## src/rtl/uart_frame_scheduler.sv

```systemverilog
`timescale 1ns/1ps
// Round-robin scheduler that wraps 64-bit words from NUM_REQ sources into
// 11-byte UART frames: SYNC, HDR, 8 payload bytes LSB first, XOR checksum.
module uart_frame_scheduler #(
  parameter int unsigned NUM_REQ   = 3,
  parameter logic [7:0]  SYNC_BYTE = 8'hA5
) (
  input  logic                  clk,
  input  logic                  rst_n,
  input  logic                  sched_en,
  input  logic [NUM_REQ-1:0]    req_valid,
  input  logic [NUM_REQ*64-1:0] req_data,
  output logic [NUM_REQ-1:0]    req_ready,
  output logic [7:0]            byte_data,
  output logic                  byte_start,
  input  logic                  byte_busy,
  input  logic                  byte_done,
  output logic                  sched_busy,
  output logic                  frame_done,
  output logic [15:0]           frame_count
);

  typedef enum logic [2:0] {IDLE, LOAD, SEND, WAIT, DONE} state_t;
  state_t state, state_next;

  logic [1:0]  rr_ptr;
  logic [1:0]  grant;
  logic [1:0]  grant_sel;
  logic [1:0]  rr_next;
  logic        grant_found;
  int unsigned cand;
  logic [63:0] word;
  logic [3:0]  idx;
  logic [2:0]  pidx;
  logic [7:0]  chk;
  logic [7:0]  hdr;
  logic [7:0]  cur_byte;

  // First valid requester at or after rr_ptr, wrapping modulo NUM_REQ.
  always_comb begin
    grant_sel   = '0;
    grant_found = 1'b0;
    cand        = 0;
    for (int unsigned k = 0; k < NUM_REQ; k++) begin
      cand = (32'(rr_ptr) + k) % NUM_REQ;
      if (!grant_found && 1'(req_valid >> cand)) begin
        grant_found = 1'b1;
        grant_sel   = 2'(cand);
      end
    end
    rr_next = 2'((32'(grant_sel) + 32'd1) % NUM_REQ);
  end

  always_comb begin
    hdr  = {2'b01, grant, 4'd8};
    pidx = idx[2:0] - 3'd2;
    case (idx)
      4'd0:    cur_byte = SYNC_BYTE;
      4'd1:    cur_byte = hdr;
      4'd10:   cur_byte = chk;
      default: cur_byte = word[{pidx, 3'b000} +: 8];
    endcase
  end

  always_ff @(posedge clk or negedge rst_n) begin
    if (!rst_n) state <= IDLE;
    else        state <= state_next;
  end

  always_comb begin
    state_next = state;
    sched_busy = 1'b0;
    frame_done = 1'b0;
    case (state)
      IDLE: if (sched_en && grant_found) state_next = LOAD;
      LOAD: begin
        sched_busy = 1'b1;
        state_next = SEND;
      end
      SEND: begin
        sched_busy = 1'b1;
        if (!byte_busy) state_next = WAIT;
      end
      WAIT: begin
        sched_busy = 1'b1;
        if (byte_done) state_next = (idx == 4'd10) ? DONE : SEND;
      end
      DONE: begin
        frame_done = 1'b1;
        state_next = IDLE;
      end
      default: state_next = IDLE;
    endcase
  end

  always_ff @(posedge clk or negedge rst_n) begin
    if (!rst_n) begin
      rr_ptr      <= '0;
      grant       <= '0;
      word        <= '0;
      idx         <= '0;
      chk         <= '0;
      req_ready   <= '0;
      byte_data   <= '0;
      byte_start  <= 1'b0;
      frame_count <= '0;
    end else begin
      req_ready  <= '0;
      byte_start <= 1'b0;
      case (state)
        IDLE: if (sched_en && grant_found) begin
          grant     <= grant_sel;
          word      <= 64'(req_data >> {grant_sel, 6'b000000});
          req_ready <= NUM_REQ'(1) << grant_sel;
          rr_ptr    <= rr_next;
        end
        LOAD: begin
          idx <= '0;
          chk <= '0;
        end
        SEND: if (!byte_busy) begin
          byte_data  <= cur_byte;
          byte_start <= 1'b1;
        end
        WAIT: if (byte_done) begin
          // Checksum covers HDR and payload only; SYNC and CHK itself are skipped.
          if (idx != 4'd0 && idx != 4'd10) chk <= chk ^ byte_data;
          if (idx != 4'd10) idx <= idx + 4'd1;
        end
        DONE: frame_count <= frame_count + 16'd1;
        default: ;
      endcase
    end
  end

endmodule

```

## config.mk

```make
export PLATFORM = sky130hd
export DESIGN_NAME = uart_frame_scheduler
export DESIGN_NICKNAME = d
export VERILOG_FILES = /design/src/rtl/uart_frame_scheduler.sv
export SDC_FILE = /design/constraint.sdc
export NUM_CORES = 1
export LEC_CHECK = 0
export BUFFER_PORTS_ARGS = -buffer_cell sky130_fd_sc_hd__buf_2
export CAP_MARGIN = 20
export CORE_MARGIN = 2
export CORE_UTILIZATION = 35
export CTS_CLUSTER_DIAMETER = 50
export CTS_CLUSTER_SIZE = 20
export DETAILED_ROUTE_END_ITERATION = 6
export PLACE_DENSITY = 0.58
export SLEW_MARGIN = 40
export SYNTH_ARGS = -nofsm -noshare
export SYNTH_HDL_FRONTEND = slang
export SYNTH_SLANG_ARGS = --single-unit
```

## constraint.sdc

```tcl
create_clock -name clk -period 3.8 [get_ports clk]
set_clock_uncertainty 0.1 [all_clocks]
set_input_delay 0.19 -clock clk [delete_from_list [all_inputs] [get_ports clk]]
set_output_delay 0.19 -clock clk [all_outputs]
set_load 0.01 [all_outputs]
```

# Word level (Yosys, flattened, before mapping)
# Cells that the tools add are included.
[totals] ff_bits=111 inputBits=200 out_inout_bits=30 elab_cells=80
[classes] n_addsub=6 div=4 n_eq_ne=12 n_shift=6 muxes=24 bitwise=2 reduce_logical=16
[ops] cell="$shr 192x8->64" n=1
[ops] cell="$mod 32x2->32 const B" n=3
[ops] cell="$shr 3x32->1" n=3
[ops] cell="$shiftx 64x7->8" n=1
[ops] cell="$mod 2x2->32 const B" n=1
[ops] cell="$pmux 8 s3" n=1
[ops] cell="$mux 3" n=6
[ops] cell="$add 16x1->16 const B" n=1
[ops] cell="$mux 8" n=2
[ops] cell="$pmux 8 s2" n=1
[ops] cell="$pmux 3 s4" n=1
[ops] cell="$ne 2x2->1 const B" n=5
[ops] cell="$reduce_and 3->1" n=3
[ops] cell="$mux 4" n=2
[ops] cell="$pmux 4 s2" n=1
[ops] cell="$xor 8x8->8" n=1
[ops] cell="$mux 1" n=7
[ops] cell="$add 2x1->3 const B" n=2
[ops] cell="$eq 3x2->1 const B" n=2
[ops] cell="$mux 2" n=3
[ops] cell="$add 4x1->4 const B" n=1
[ops] cell="$eq 4x1->1 const B" n=1
[ops] cell="$eq 4x4->1 const B" n=1
[ops] cell="$logic_and 1x1->1" n=4
[ops] cell="other kinds (14)" n=16

# Depth between registers and ports, before layout
# Gate-level depths: netlist of run 1.
[logic_depth] depth_word=12 ltp_mapped=17 mapped_depth_nobuf=15

# Least setup slack after synthesis of run 1
# OpenSTA, ideal clock, no wires.
[synth_path] path_kind="register to register" start="reg rr_ptr[0]" end="reg rr_ptr[0]" setup_ns=0.128 t_arrival_ns=2.873 required_time_ns=3.572 setup_slack_ns=0.699 path_stages_with_launch=16 n_path_buf=3 synth_period_minus_slack_ns=3.101 cell_sequence="dfrtp_1 > inv_1 > ha_1 > inv_1 > nand3_1 > ha_1 > and4bb_2 > o221ai_2 > o21a_1 > buf_4 > nor2_2 > buf_6 > buf_6 > ha_1 > nand2_1 > o21ai_1"
[synth_via] elab_chain_cells=11 word_cells_on_any_way=22 cone_classes="add/sub (3); div (4); shift (3); mux (6); reduce/logical (6)"
[synth_lines] element="start: declaration" line="26" text="logic [1:0] rr_ptr;"
[synth_lines] element="start signal: assignment" line="115" text="rr_ptr <= rr_next;"
[synth_lines] element="branches (longest 8 deep; another with $mod 32x2->32)"
[synth_lines] element="$mux 2 (*)" line="46" text="if (!grant_found && 1'(req_valid >> cand)) begin"
[synth_lines] element="$add 2x1->3 (*)" line="51" text="rr_next = 2'((32'(grant_sel) + 32'd1) % NUM_REQ);"
[synth_lines] element="$mod 32x2->32 (*)" line="51"
[synth_lines] element="via rr_next[0]" line="29" text="logic [1:0] rr_next;"
# Mark *: on every way through the listed nets, which the timed path passes.
# A chain may end at the register's enable or synchronous reset.

# Worst setup path after layout of run 1
[layout_path] start="reg rr_ptr[1]" end="reg word[9]"
[layout_via] elab_chain_cells=11 word_cells_on_any_way=21 cone_classes="add/sub (2); div (3); shift (4); mux (6); reduce/logical (6)"
[layout_lines] element="branches (longest 11 deep; another with $mod 32x2->32)"
[layout_lines] element="end signal: assignment" line="113" text="word <= 64'(req_data >> {grant_sel, 6'b000000});"
[layout_lines] element="end: declaration" line="32" text="logic [63:0] word;"
# Several ways; the timed one is not identified.

==> results of run 1 <==
## per-stage QoR
| step | instances | util (%) |
|---|---|---|
| 2_1_floorplan | 724 | - |
| 3_3_place_gp | 1179 | 42.1 |
| 3_5_place_dp | 1179 | 42.1 |
| 4_1_cts | 1196 | 43.7 |
| 5_1_grt | 1196 | 43.7 |
| 6_report | 1196 | 43.7 |
## power breakdown
group | total [mW] | internal [mW] | switching, mW
registers | 2.00 | 1.63 | 0.362
clock network | 0.990 | 0.533 | 0.457
logic | 4.33 | 1.73 | 2.60
## flip-flops by register name, summed over array words and instances (netlist names)
signal / cells
chk: 8
grant: 2
rr_ptr: 2
byte_start: 1
idx: 4
frame_count: 16
byte_data: 8
state: 3
req_ready: 3
word: 64
## cell families (layout without fill, tap and decap cells)
kind of cell	after synthesis	after routing	synth area share, %
AND/OR/NAND/NOR	289	289	21.7
AO/OA/AOI/OAI	110	110	14.8
XOR/XNOR	23	23	2.68
multiplexers	93	93	15.2
buffers and inverters	78	275	5.39
flip-flops	111	111	36.9
adder cells (fa/ha/maj)	20	20	3.33
## cell type report
type                       count  share of cell area, %
clock buffer                  10                   2.59
clock inverter                 6                  0.747
inverter                      12                  0.489
multi-input combinational    535                   47.6
sequential                   111                   30.2
tap                          275                   3.74
timing repair buffer         247                   14.7
## cells in the mapped netlist, drive strengths merged (2+ instances only)
master and count:
o31ai 4, o21ai 11, xnor2 10, buf 32, ha 20, o21a 2
a21oi 10, nand3 10, mux2 9, nor2b 4, nand2b 5, clkbuf 34
mux2i 68, nor3b 67, mux4 16, nand2 89, nand4 65, inv 12
xor2 13, and3 2, dfrtp 111, nor4b 3, nor2 27, o211ai 65
nor3 2, and2 6, or3b 2, nand3b 3, a21o 5, a221oi 6
## how the worst max path moves through the flow
stage / cells past startpoint / slack (ps) / end
after global routing: 12 / 30 / word[0]$_DFFE_PN0P_
final: 12 / 290 / word[9]$_DFFE_PN0P_
after detailed placement: 12 / 320 / word[37]$_DFFE_PN0P_
after CTS: 12 / 290 / word[37]$_DFFE_PN0P_
after global placement: 12 / 400 / word[60]$_DFFE_PN0P_
after floorplan: 15 / 700 / rr_ptr[0]$_DFFE_PN0P_
## routing by layer
layer | routed length [µm] | vias up
li1 | - | 3073
met1 | 10100 | 3033
met2 | 10500 | 186
met3 | 1100 | 16
met4 | 301 | 0
met5 | 0 | -
## repair_timing
item | CTS | global route
resized for setup | 0 | 0
hold buffers | 1 | 0
endpoints found under the hold margin | 61 | 0
## tightest hold or removal path, cell delays in order
cell and delay, ps:
buf_2 130, nand2_1 80, nor2_1 50
==> flow_summary.json, run 1 <==
{
  "status": "finished, final reports clean",
  "core-area_um2": 21100,
  "hp-start": "byte_done",
  "regToRegStartpoint": "rr_ptr[1]$_DFFE_PN0P_",
  "worstPathArrival_ps": 3690,
  "layout_common_cells": "228 x buf_2, 111 x dfrtp_1, 89 x nand2_1, 67 x mux2i_1, 66 x nor3b_1",
  "critPathLaunch": "rr_ptr[1]$_DFFE_PN0P_",
  "synth_cells": 724,
  "n_fill_cell": 2117,
  "grt_max_degree": 72,
  "wl_um": 21900,
  "grt_pass1_wl_um": 33900,
  "fin_ws_ps": 292,
  "synth_seq_cells": 111,
  "clk_latency_ps": 360,
  "final_common_cell": "buf_2",
  "placed_area_um2": 8890,
  "worstSetupPathType": "reg2reg",
  "cp_slowest_stage_delay_ps": 610,
  "r2r_end": "word[9]$_DFFE_PN0P_",
  "start_util_pct": 35.7,
  "use_met2_pct": 31.1,
  "cp_num_buf_inv": 3,
  "setup_viol": 0,
  "cts_tree": "built",
  "vias": 6308,
  "maxCapViolCount": 0,
  "start_kind": "register",
  "r2r_cells": 12,
  "chipHeight_um": 151,
  "use_met3_pct": 3.67,
  "synth_edf_count": 0,
  "cp-end-kind": "register",
  "crit_chain": "inv_1 > ha_1 > inv_1 > nand3_1 > ha_1 > and4bb_2 > o221ai_2 > nor2_2 > o31ai_4 > buf_4 > nand2_1 > o211ai_2",
  "wl_per_cell_um": 18.3,
  "drv_slew": 0,
  "gp_congestion": 0.803,
  "hold_violations": 0,
  "min_period_over_period_pct": 92.3,
  "drtPass1Iterations": 5,
  "syn_nets": 944,
  "diodes": 0,
  "io_buffers": 229,
  "met1_usage_pct": 27.3,
  "ys_types": 54,
  "hpwl_um": 15800,
  "grt.overflow.total": 0,
  "antenna_found_initial": 0,
  "multi_input_area_um2": 4380,
  "cp.required_ps": 3990,
  "finalSetupTns_ps": 0,
  "grt_pass1_vias": 6018,
  "worst_slew_pin_slew_ps": 763,
  "critPathMaxFanout": 68,
  "cts_buffers": 9,
  "yosysTopAreaCell": "dfrtp_1",
  "clk_path_buf_depth": 2,
  "cts-root-buf": "clkbuf_16",
  "holdPathEnd": "state[2]$_DFFE_PN0P_",
  "final_area_um2": 9210,
  "grt_util_all_layers_pct": 19.4,
  "regArea_um2": 2780,
  "rows": 53,
  "ir_drop_mv": 0.535,
  "drc": 0,
  "fin_hold_ws_ps": 28.8,
  "leakagePower_nw": 4.51,
  "min_period_ps": 3510,
  "synthFlopType": "dfrtp_1",
  "clk_pin_slew_ps": 70,
  "drtIter0Drc": 284,
  "num-nets-final": 1136,
  "layout-drive-gt1-share_pct": 39.6,
  "crit_family": "buffers and inverters",
  "yosysWarnings": 0,
  "max_freq_mhz": 285,
  "crit_slowest_cell": "buf_4",
  "rsz0062_at_grt": "no",
  "die_x_um": 151,
  "slew_headroom_pct": 48.4,
  "min_path_cells": 3,
  "pre_cts_ws_ps": 319,
  "ys_top_cells_by_area": "dfrtp_1 37%, o211ai_2 10%, mux2i_1 8.9%, nor3b_1 6.6%, nand4_1 5.4%",
  "synthArstFlopShare_pct": 100,
  "syn_area_per_cell_um2": 10.4,
  "syn2layout_area_growth_pct": 22.4,
  "die_area_um2": 22700,
  "ys_seq_area_share_pct": 36.9,
  "reg2reg_slack_ps": 290,
  "powerDensity_nw_per_um2": 794,
  "busiest_layer": "met2",
  "cts.sinks": 111,
  "synth_area_um2": 7530,
  "ioPinCount": 230,
  "vias_per_cell": 5.27,
  "synth_top_area_share_pct": 36.9,
  "ant_nets": 0,
  "totalPowerFinal_mw": 7.32,
  "postCtsSetupRepairBufs": 0,
  "cts_htree_levels": 3,
  "min_path_type": "in2reg"
}
No activity file was read; power rests on OpenSTA's default activity.
==> run 2: changes to the inputs <==
--- a/config.mk
+++ b/config.mk
@@ -5,6 +5,7 @@
 export SDC_FILE = /design/constraint.sdc
 export NUM_CORES = 1
 export LEC_CHECK = 0
+export ABC_AREA = 1
 export BUFFER_PORTS_ARGS = -buffer_cell sky130_fd_sc_hd__buf_2
 export CAP_MARGIN = 20
 export CORE_MARGIN = 2
@@ -12,7 +13,9 @@
 export CTS_CLUSTER_DIAMETER = 50
 export CTS_CLUSTER_SIZE = 20
 export DETAILED_ROUTE_END_ITERATION = 6
-export PLACE_DENSITY = 0.58
+export MAX_ROUTING_LAYER = met4
+export PLACE_DENSITY = 0.59
+export SKIP_CTS_REPAIR_TIMING = 1
 export SLEW_MARGIN = 40
 export SYNTH_ARGS = -nofsm -noshare
 export SYNTH_HDL_FRONTEND = slang
==> run 2 against run 1 <==
  * The flow now finishes with violations (negative hold slack)
  * Critical path depth up 5
  * Non-clock buffer count decreased by 1
  * Register-to-register slack improved by 320 ps
  * Core utilization is 0.81 points higher
  * Final area decreased by 6.0%
  * Sequential share of layout area grew 1.9 points
  * Area after synthesis is 7.6% lower
  * Worst setup slack gained 320 ps
  * Combinational power down 26%
  * Die area down 7.4%
  * Highest routed layer unchanged
==> flow_summary.json, run 2 <==
{
  "vias_per_cell": 4.86,
  "io_buffers": 229,
  "cp.required_ps": 3920,
  "drv_slew": 0,
  "die_area_um2": 21000,
  "synthTopCellsByCount": "183 x nand2_1, 116 x nor2_1, 114 x inv_1",
  "chipHeight_um": 145,
  "critPathMaxFanout": 30,
  "setup_viol": 0,
  "crit_chain": "inv_1 > ha_1 > inv_1 > nand3_1 > ha_1 > nor2_1 > nand2_1 > nand2_2 > nand3_1 > nand2_1 > nand2_1 > nand2_2 > buf_4 > inv_1 > ha_1 > nand2_1 > o21ai_0",
  "ioPinCount": 230,
  "syn_nets": 1178,
  "yosysWarnings": 0,
  "worstPathArrival_ps": 3310,
  "die_x_um": 145,
  "worstSetupPathType": "reg2reg",
  "fin_ws_ps": 607,
  "wl_um": 22100,
  "ant_nets": 0,
  "cts.sinks": 111,
  "wl_per_cell_um": 15.4,
  "cp_num_buf_inv": 4,
  "cts_buffers": 9,
  "synth_seq_cells": 111,
  "min_path_cells": 3,
  "multi_input_area_um2": 3430,
  "clk_path_buf_depth": 2,
  "antenna_found_initial": 1,
  "layout-drive-gt1-share_pct": 24.1,
  "fin_hold_ws_ps": -9.24,
  "max_freq_mhz": 313,
  "r2r_end": "rr_ptr[1]$_DFFE_PN0P_",
  "swShare_pct": 48.0,
  "yosysTopAreaCell": "dfrtp_1",
  "power.share.combinational_pct": 52.8,
  "cp_slowest_stage_delay_ps": 430,
  "pre_cts_ws_ps": 640,
  "cp-end-kind": "register",
  "synth.most_common_cell": "nand2_1",
  "crit_family": "adder cells",
  "clk_pin_slew_ps": 80,
  "ys_seq_area_share_pct": 39.9,
  "gp_congestion": 0.861,
  "worst_slew_pin_slew_ps": 612,
  "ys_top_cells_by_area": "dfrtp_1 40%, nand2_1 9.9%, o21ai_1 8.1%, nand3_1 6.6%, nor2_1 6.3%",
  "powerDensity_nw_per_um2": 704,
  "grt.overflow.total": 0,
  "grt_pass1_wl_um": 35100,
  "synth_top_area_share_pct": 39.9,
  "holdPathEnd": "word[12]$_DFFE_PN0P_",
  "finalSetupTns_ps": 0,
  "min_period_over_period_pct": 84.0,
  "regToRegStartpoint": "rr_ptr[0]$_DFFE_PN0P_",
  "n_fill_cell": 2075,
  "grt_max_degree": 69,
  "synth_cells": 958,
  "placed_area_um2": 8320,
  "r2r_cells": 17,
  "cts_htree_levels": 3,
  "netSwitchingPower_mw": 2.93,
  "slew_headroom_pct": 59.0,
  "leakagePower_nw": 4.55,
  "power.internal_mw": 3.17,
  "syn_area_per_cell_um2": 7.26,
  "final_common_cell": "buf_2",
  "seqPwrFrac_pct": 31.3,
  "layout_common_cells": "228 x buf_2, 183 x nand2_1, 116 x nor2_1, 114 x inv_1, 112 x o21ai_1",
  "start_kind": "register",
  "crit_slowest_cell": "dfrtp_1",
  "start_util_pct": 35.7,
  "syn2layout_area_growth_pct": 24.5,
  "synth_area_um2": 6950,
  "ys_types": 42,
  "hp-start": "req_data[76]",
  "num-nets-final": 1385,
  "final_area_um2": 8660,
  "drc": 0,
  "cts_tree": "built",
  "reg_top3": "word: 64 flops, frame_count: 16 flops",
  "largest_reg_flops": 64,
  "reg2reg_slack_ps": 610,
  "drtPass1Iterations": 4,
  "utilization_pct": 44.5,
  "core-area_um2": 19500,
  "hpwl_um": 16400,
  "rsz0062_at_grt": "no",
  "cp_common_cell": "nand2_1",
  "regArea_um2": 2780,
  "maxCapViolCount": 0,
  "clk_latency_ps": 350,
  "synth_edf_count": 0,
  "grt_pass1_vias": 6603,
  "min_period_ps": 3190,
  "hold_violations": 7,
  "synthArstFlopShare_pct": 100,
  "violations": "negative hold slack",
  "ir_drop_mv": 0.391,
  "p_clk_share_pct": 15.9,
  "grt_util_all_layers_pct": 21.5,
  "vias": 6972,
  "top_register": "word",
  "drtIter0Drc": 383,
  "status": "complete, but fails checks",
  "synthFlopType": "dfrtp_1",
  "rows": 51,
  "min_path_type": "in2reg",
  "cts-root-buf": "clkbuf_16"
}
[run 2: cell count changes after synthesis, sizes merged, moves of 57 or more]
| cell | delta |
|---|---|
| mux2i | -68 |
| nand4 | -60 |
| nand2 | +97 |
| nor2 | +93 |
| inv | +110 |
| nor3b | -66 |
| o211ai | -57 |
| o21ai | +153 |
| nand3 | +86 |
[run 2: power groups by stage]
stage / Clock (mW) / Sequential, mW / Combinational, mW
2_1_floorplan: 0 / 1.82 / 2.44
3_3_place_gp: 0 / 1.93 / 3.20
3_5_place_dp: 0 / 1.93 / 3.21
4_1_cts: 1.00 / 1.91 / 3.23
5_1_grt: 1.05 / 1.96 / 3.65
6_report: 0.969 / 1.91 / 3.22
[run 2: final cells by class]
| cell class | instances | share of cell area (%) |
|---|---|---|
| Multi-Input combinational cell | 672 | 39.6 |
| Sequential cell | 111 | 32.1 |
| Timing Repair Buffer | 246 | 15.6 |
| Inverter | 125 | 5.42 |
| Tap cell | 265 | 3.83 |
| Clock buffer | 12 | 2.85 |
| Clock inverter | 4 | 0.636 |
| Antenna cell | 1 | 0.0289 |
[run 2: kinds of logic (layout without fill, tap and decap cells)]
family	Yosys count	in the layout	share of synthesized area [%]
AND/OR/NAND/NOR	416	416	25.7
AO/OA/AOI/OAI	213	213	17.1
buffers and inverters	175	387	10.8
flip-flops	111	111	39.9
XOR/XNOR	23	23	2.90
adder cells (fa/ha/maj)	20	20	3.60
other	0	1	0
[run 2: tightest hold or removal path, cell delays in order]
cell and delay (ps):
buf_2 80, nor2_1 30, o21ai_1 110
[run 2: per-stage QoR]
stage | total power [mW] | instances | hold WS, ps
final | 6.10 | 1436 | -9.24
after CTS | 6.14 | 1432 | -138
after floorplan | 4.26 | 958 | -206
after global routing | 6.65 | 1436 | 1.05
after global placement | 5.12 | 1416 | 250
after detailed placement | 5.14 | 1416 | 244
[run 2: worst max-delay path by stage]
| stage | depth (start not counted) | slack, ps | to | start |
|---|---|---|---|---|
| final | 17 | 610 | rr_ptr[1]$_DFFE_PN0P_ | rr_ptr[0]$_DFFE_PN0P_ |
| after global routing | 17 | 340 | rr_ptr[1]$_DFFE_PN0P_ | rr_ptr[0]$_DFFE_PN0P_ |
| after CTS | 17 | 630 | rr_ptr[1]$_DFFE_PN0P_ | rr_ptr[0]$_DFFE_PN0P_ |
| after detailed placement | 17 | 640 | rr_ptr[1]$_DFFE_PN0P_ | rr_ptr[0]$_DFFE_PN0P_ |
| after global placement | 16 | 710 | rr_ptr[0]$_DFFE_PN0P_ | rr_ptr[0]$_DFFE_PN0P_ |
| after floorplan | 16 | 1090 | rr_ptr[0]$_DFFE_PN0P_ | rr_ptr[0]$_DFFE_PN0P_ |
[run 2: per-layer routing]
layer | vias up | wire length [µm] | global-route usage [%]
li1 | 3537 | - | -
met1 | 3214 | 9910 | 27.5
met2 | 198 | 10800 | 35.7
met3 | 23 | 966 | 3.36
met4 | 0 | 418 | 5.59
met5 | - | 0 | -
==> run 3: changes to the inputs <==
--- a/config.mk
+++ b/config.mk
@@ -5,7 +5,7 @@
 export SDC_FILE = /design/constraint.sdc
 export NUM_CORES = 1
 export LEC_CHECK = 0
-export ABC_AREA = 1
+export ABC_AREA = 0
 export BUFFER_PORTS_ARGS = -buffer_cell sky130_fd_sc_hd__buf_2
 export CAP_MARGIN = 20
 export CORE_MARGIN = 2
@@ -14,7 +14,7 @@
 export CTS_CLUSTER_SIZE = 20
 export DETAILED_ROUTE_END_ITERATION = 6
 export MAX_ROUTING_LAYER = met4
-export PLACE_DENSITY = 0.59
+export PLACE_DENSITY = 0.6
 export SKIP_CTS_REPAIR_TIMING = 1
 export SLEW_MARGIN = 40
 export SYNTH_ARGS = -nofsm -noshare
==> constraint.sdc (replaced) <==
create_clock -name clk -period 2.86 [get_ports clk]
set_clock_uncertainty 0.1 [all_clocks]
set_input_delay 0.143 -clock clk [delete_from_list [all_inputs] [get_ports clk]]
set_output_delay 0.143 -clock clk [all_outputs]
set_load 0.01 [all_outputs]
==> run 3 against run 2 <==
  * The run ends with negative hold slack, negative setup slack left
  * Critical endpoint is now word[7]$_DFFE_PN0P_
  * Final area grew 21%
  * Register-to-register slack lost 760 ps
  * First-iteration DRC count shrank 10%
==> flow_summary.json, run 3 (synthesized netlist as in run 1, its figures left out) <==
{
  "grt_max_degree": 50,
  "powerDensity_nw_per_um2": 1120,
  "utilization_pct": 49.7,
  "vias": 6799,
  "r2r_end": "word[7]$_DFFE_PN0P_",
  "wl_per_cell_um": 19.5,
  "worst_slew_pin_slew_ps": 644,
  "pre_cts_ws_ps": -123,
  "min_path_type": "in2reg",
  "worstPathArrival_ps": 3150,
  "drv_slew": 0,
  "reg_top3": "word: 64 flops, frame_count: 16 flops",
  "cp.required_ps": 3000,
  "cp_num_buf_inv": 5,
  "hold_violations": 9,
  "min_period_ps": 3010,
  "reg2reg_slack_ps": -150,
  "ioPinCount": 230,
  "rows": 53,
  "setup_viol": 70,
  "min_period_over_period_pct": 105,
  "leakagePower_nw": 4.86,
  "grt_pass1_vias": 6402,
  "largest_reg_flops": 64,
  "syn2layout_area_growth_pct": 39.2,
  "regToRegStartpoint": "rr_ptr[1]$_DFFE_PN0P_",
  "layout_common_cells": "228 x buf_2, 109 x dfrtp_1, 89 x nand2_1, 65 x nand4_1, 60 x o211ai_2",
  "start_kind": "register",
  "layout-drive-gt1-share_pct": 47.9,
  "cts_buffers": 9,
  "ant_nets": 0,
  "clk_path_buf_depth": 2,
  "max_freq_mhz": 332,
  "grt_util_all_layers_pct": 20.7,
  "gp_congestion": 0.840,
  "die_area_um2": 22700,
  "worstSetupPathType": "reg2reg",
  "status": "complete, but fails checks",
  "min_path_cells": 3,
  "grt.overflow.total": 0,
  "die_x_um": 151,
  "cts_tree": "built",
  "r2r_cells": 14,
  "slew_headroom_pct": 56.4,
  "fin_ws_ps": -153,
  "cts-root-buf": "clkbuf_16",
  "cp_slowest_stage_delay_ps": 490,
  "clk_latency_ps": 360,
  "hpwl_um": 16900,
  "cts.sinks": 111,
  "holdPathEnd": "word[13]$_DFFE_PN0P_",
  "cp-end-kind": "register",
  "vias_per_cell": 5.38,
  "start_util_pct": 35.7,
  "drtPass1Iterations": 4,
  "hp-start": "req_data[77]",
  "antenna_found_initial": 1,
  "rsz0062_at_grt": "yes",
  "fin_hold_ws_ps": -11.5,
  "io_buffers": 229,
  "critPathMaxFanout": 14,
  "maxCapViolCount": 0,
  "violations": "negative hold slack, negative setup slack",
  "core-area_um2": 21100,
  "clk_pin_slew_ps": 70,
  "final_common_cell": "buf_2",
  "crit_chain": "ha_4 > inv_2 > ha_2 > inv_2 > ha_4 > and4bb_2 > o221ai_4 > buf_6 > o21ai_4 > nor2_4 > buf_4 > clkbuf_16 > mux2i_1 > o211ai_2",
  "cts_htree_levels": 3,
  "grt_pass1_wl_um": 35100,
  "ir_drop_mv": 0.852,
  "chipHeight_um": 151,
  "crit_slowest_cell": "dfrtp_2",
  "top_register": "word",
  "drtIter0Drc": 344,
  "wl_um": 24600,
  "drc": 0,
  "num-nets-final": 1204,
  "crit_family": "adder cells"
}
[run 3: changes by cell type in the layout (fill, tap and decap cells not counted), sizes merged, moves of 68 or more]
cell   previous run  this run
inv             122        13
mux2i             0        68
nand2           186        89
nand3            96        10
nor2            120        27
o21ai           164        11
[run 3: report_power, final]
part	switching (mW)	leakage (nW)	internal [mW]
logic	4.13	3.32	3.68
registers	0.517	1.41	2.17
clock network	0.607	0.134	0.680
total	5.25	4.86	6.53
[run 3: layout make-up]
class,count,area (µm²)
diodes,1,2.50
clock buffers,9,225
clock inverters,6,70.1
fillers,1967,10600
inverters,12,60.1
multi-input cells,535,4820
flip-flops and latches,111,2780
well taps,275,344
repair buffers,315,2180
[run 3: per-stage QoR]
step / instances / instance area, µm² / hold slack, ps / total power [mW] / TNS (ps)
final: 1264 / 10500 / -11.5 / 11.8 / -7090
after global routing: 1264 / 10500 / 0.659 / 12.5 / -15470
after CTS: 1228 / 9620 / -284 / 10.3 / -6710
after detailed placement: 1213 / 9320 / 112 / 8.96 / -4370
after global placement: 1213 / 9320 / 116 / 8.93 / -2590
after floorplan: 724 / 7630 / -253 / 7.03 / -345
[run 3: worst max path at each step]
stage	start	depth (start not counted)	slack (ps)	end
after floorplan	rr_ptr[0]$_DFFE_PN0P_	15	-10	word[35]$_DFFE_PN0P_
after global placement	rr_ptr[1]$_DFFE_PN0P_	12	-100	word[41]$_DFFE_PN0P_
after detailed placement	rr_ptr[1]$_DFFE_PN0P_	14	-120	rr_ptr[0]$_DFFE_PN0P_
after CTS	rr_ptr[1]$_DFFE_PN0P_	12	-160	word[41]$_DFFE_PN0P_
after global routing	rr_ptr[1]$_DFFE_PN0P_	14	-290	word[25]$_DFFE_PN0P_
final	rr_ptr[1]$_DFFE_PN0P_	14	-150	word[7]$_DFFE_PN0P_
[run 3: metal layers]
| layer | up-vias | share of wire, % | track usage, % |
|---|---|---|---|
| met5 | - | 0 | - |
| met4 | 0 | 2.1 | 6.54 |
| met3 | 33 | 5.0 | 3.24 |
| met2 | 246 | 48 | 32.5 |
| met1 | 3303 | 45 | 27.6 |
| li1 | 3217 | - | - |
[run 3: worst reg2reg max path: cells and delay by family (launching register included)]
family / cells / cell delay [ps]
fa+ha+maj: 3 / 620
flops: 1 / 490
mux: 1 / 270
buf+inv: 5 / 580
simple gates: 2 / 440
compound gates: 3 / 400
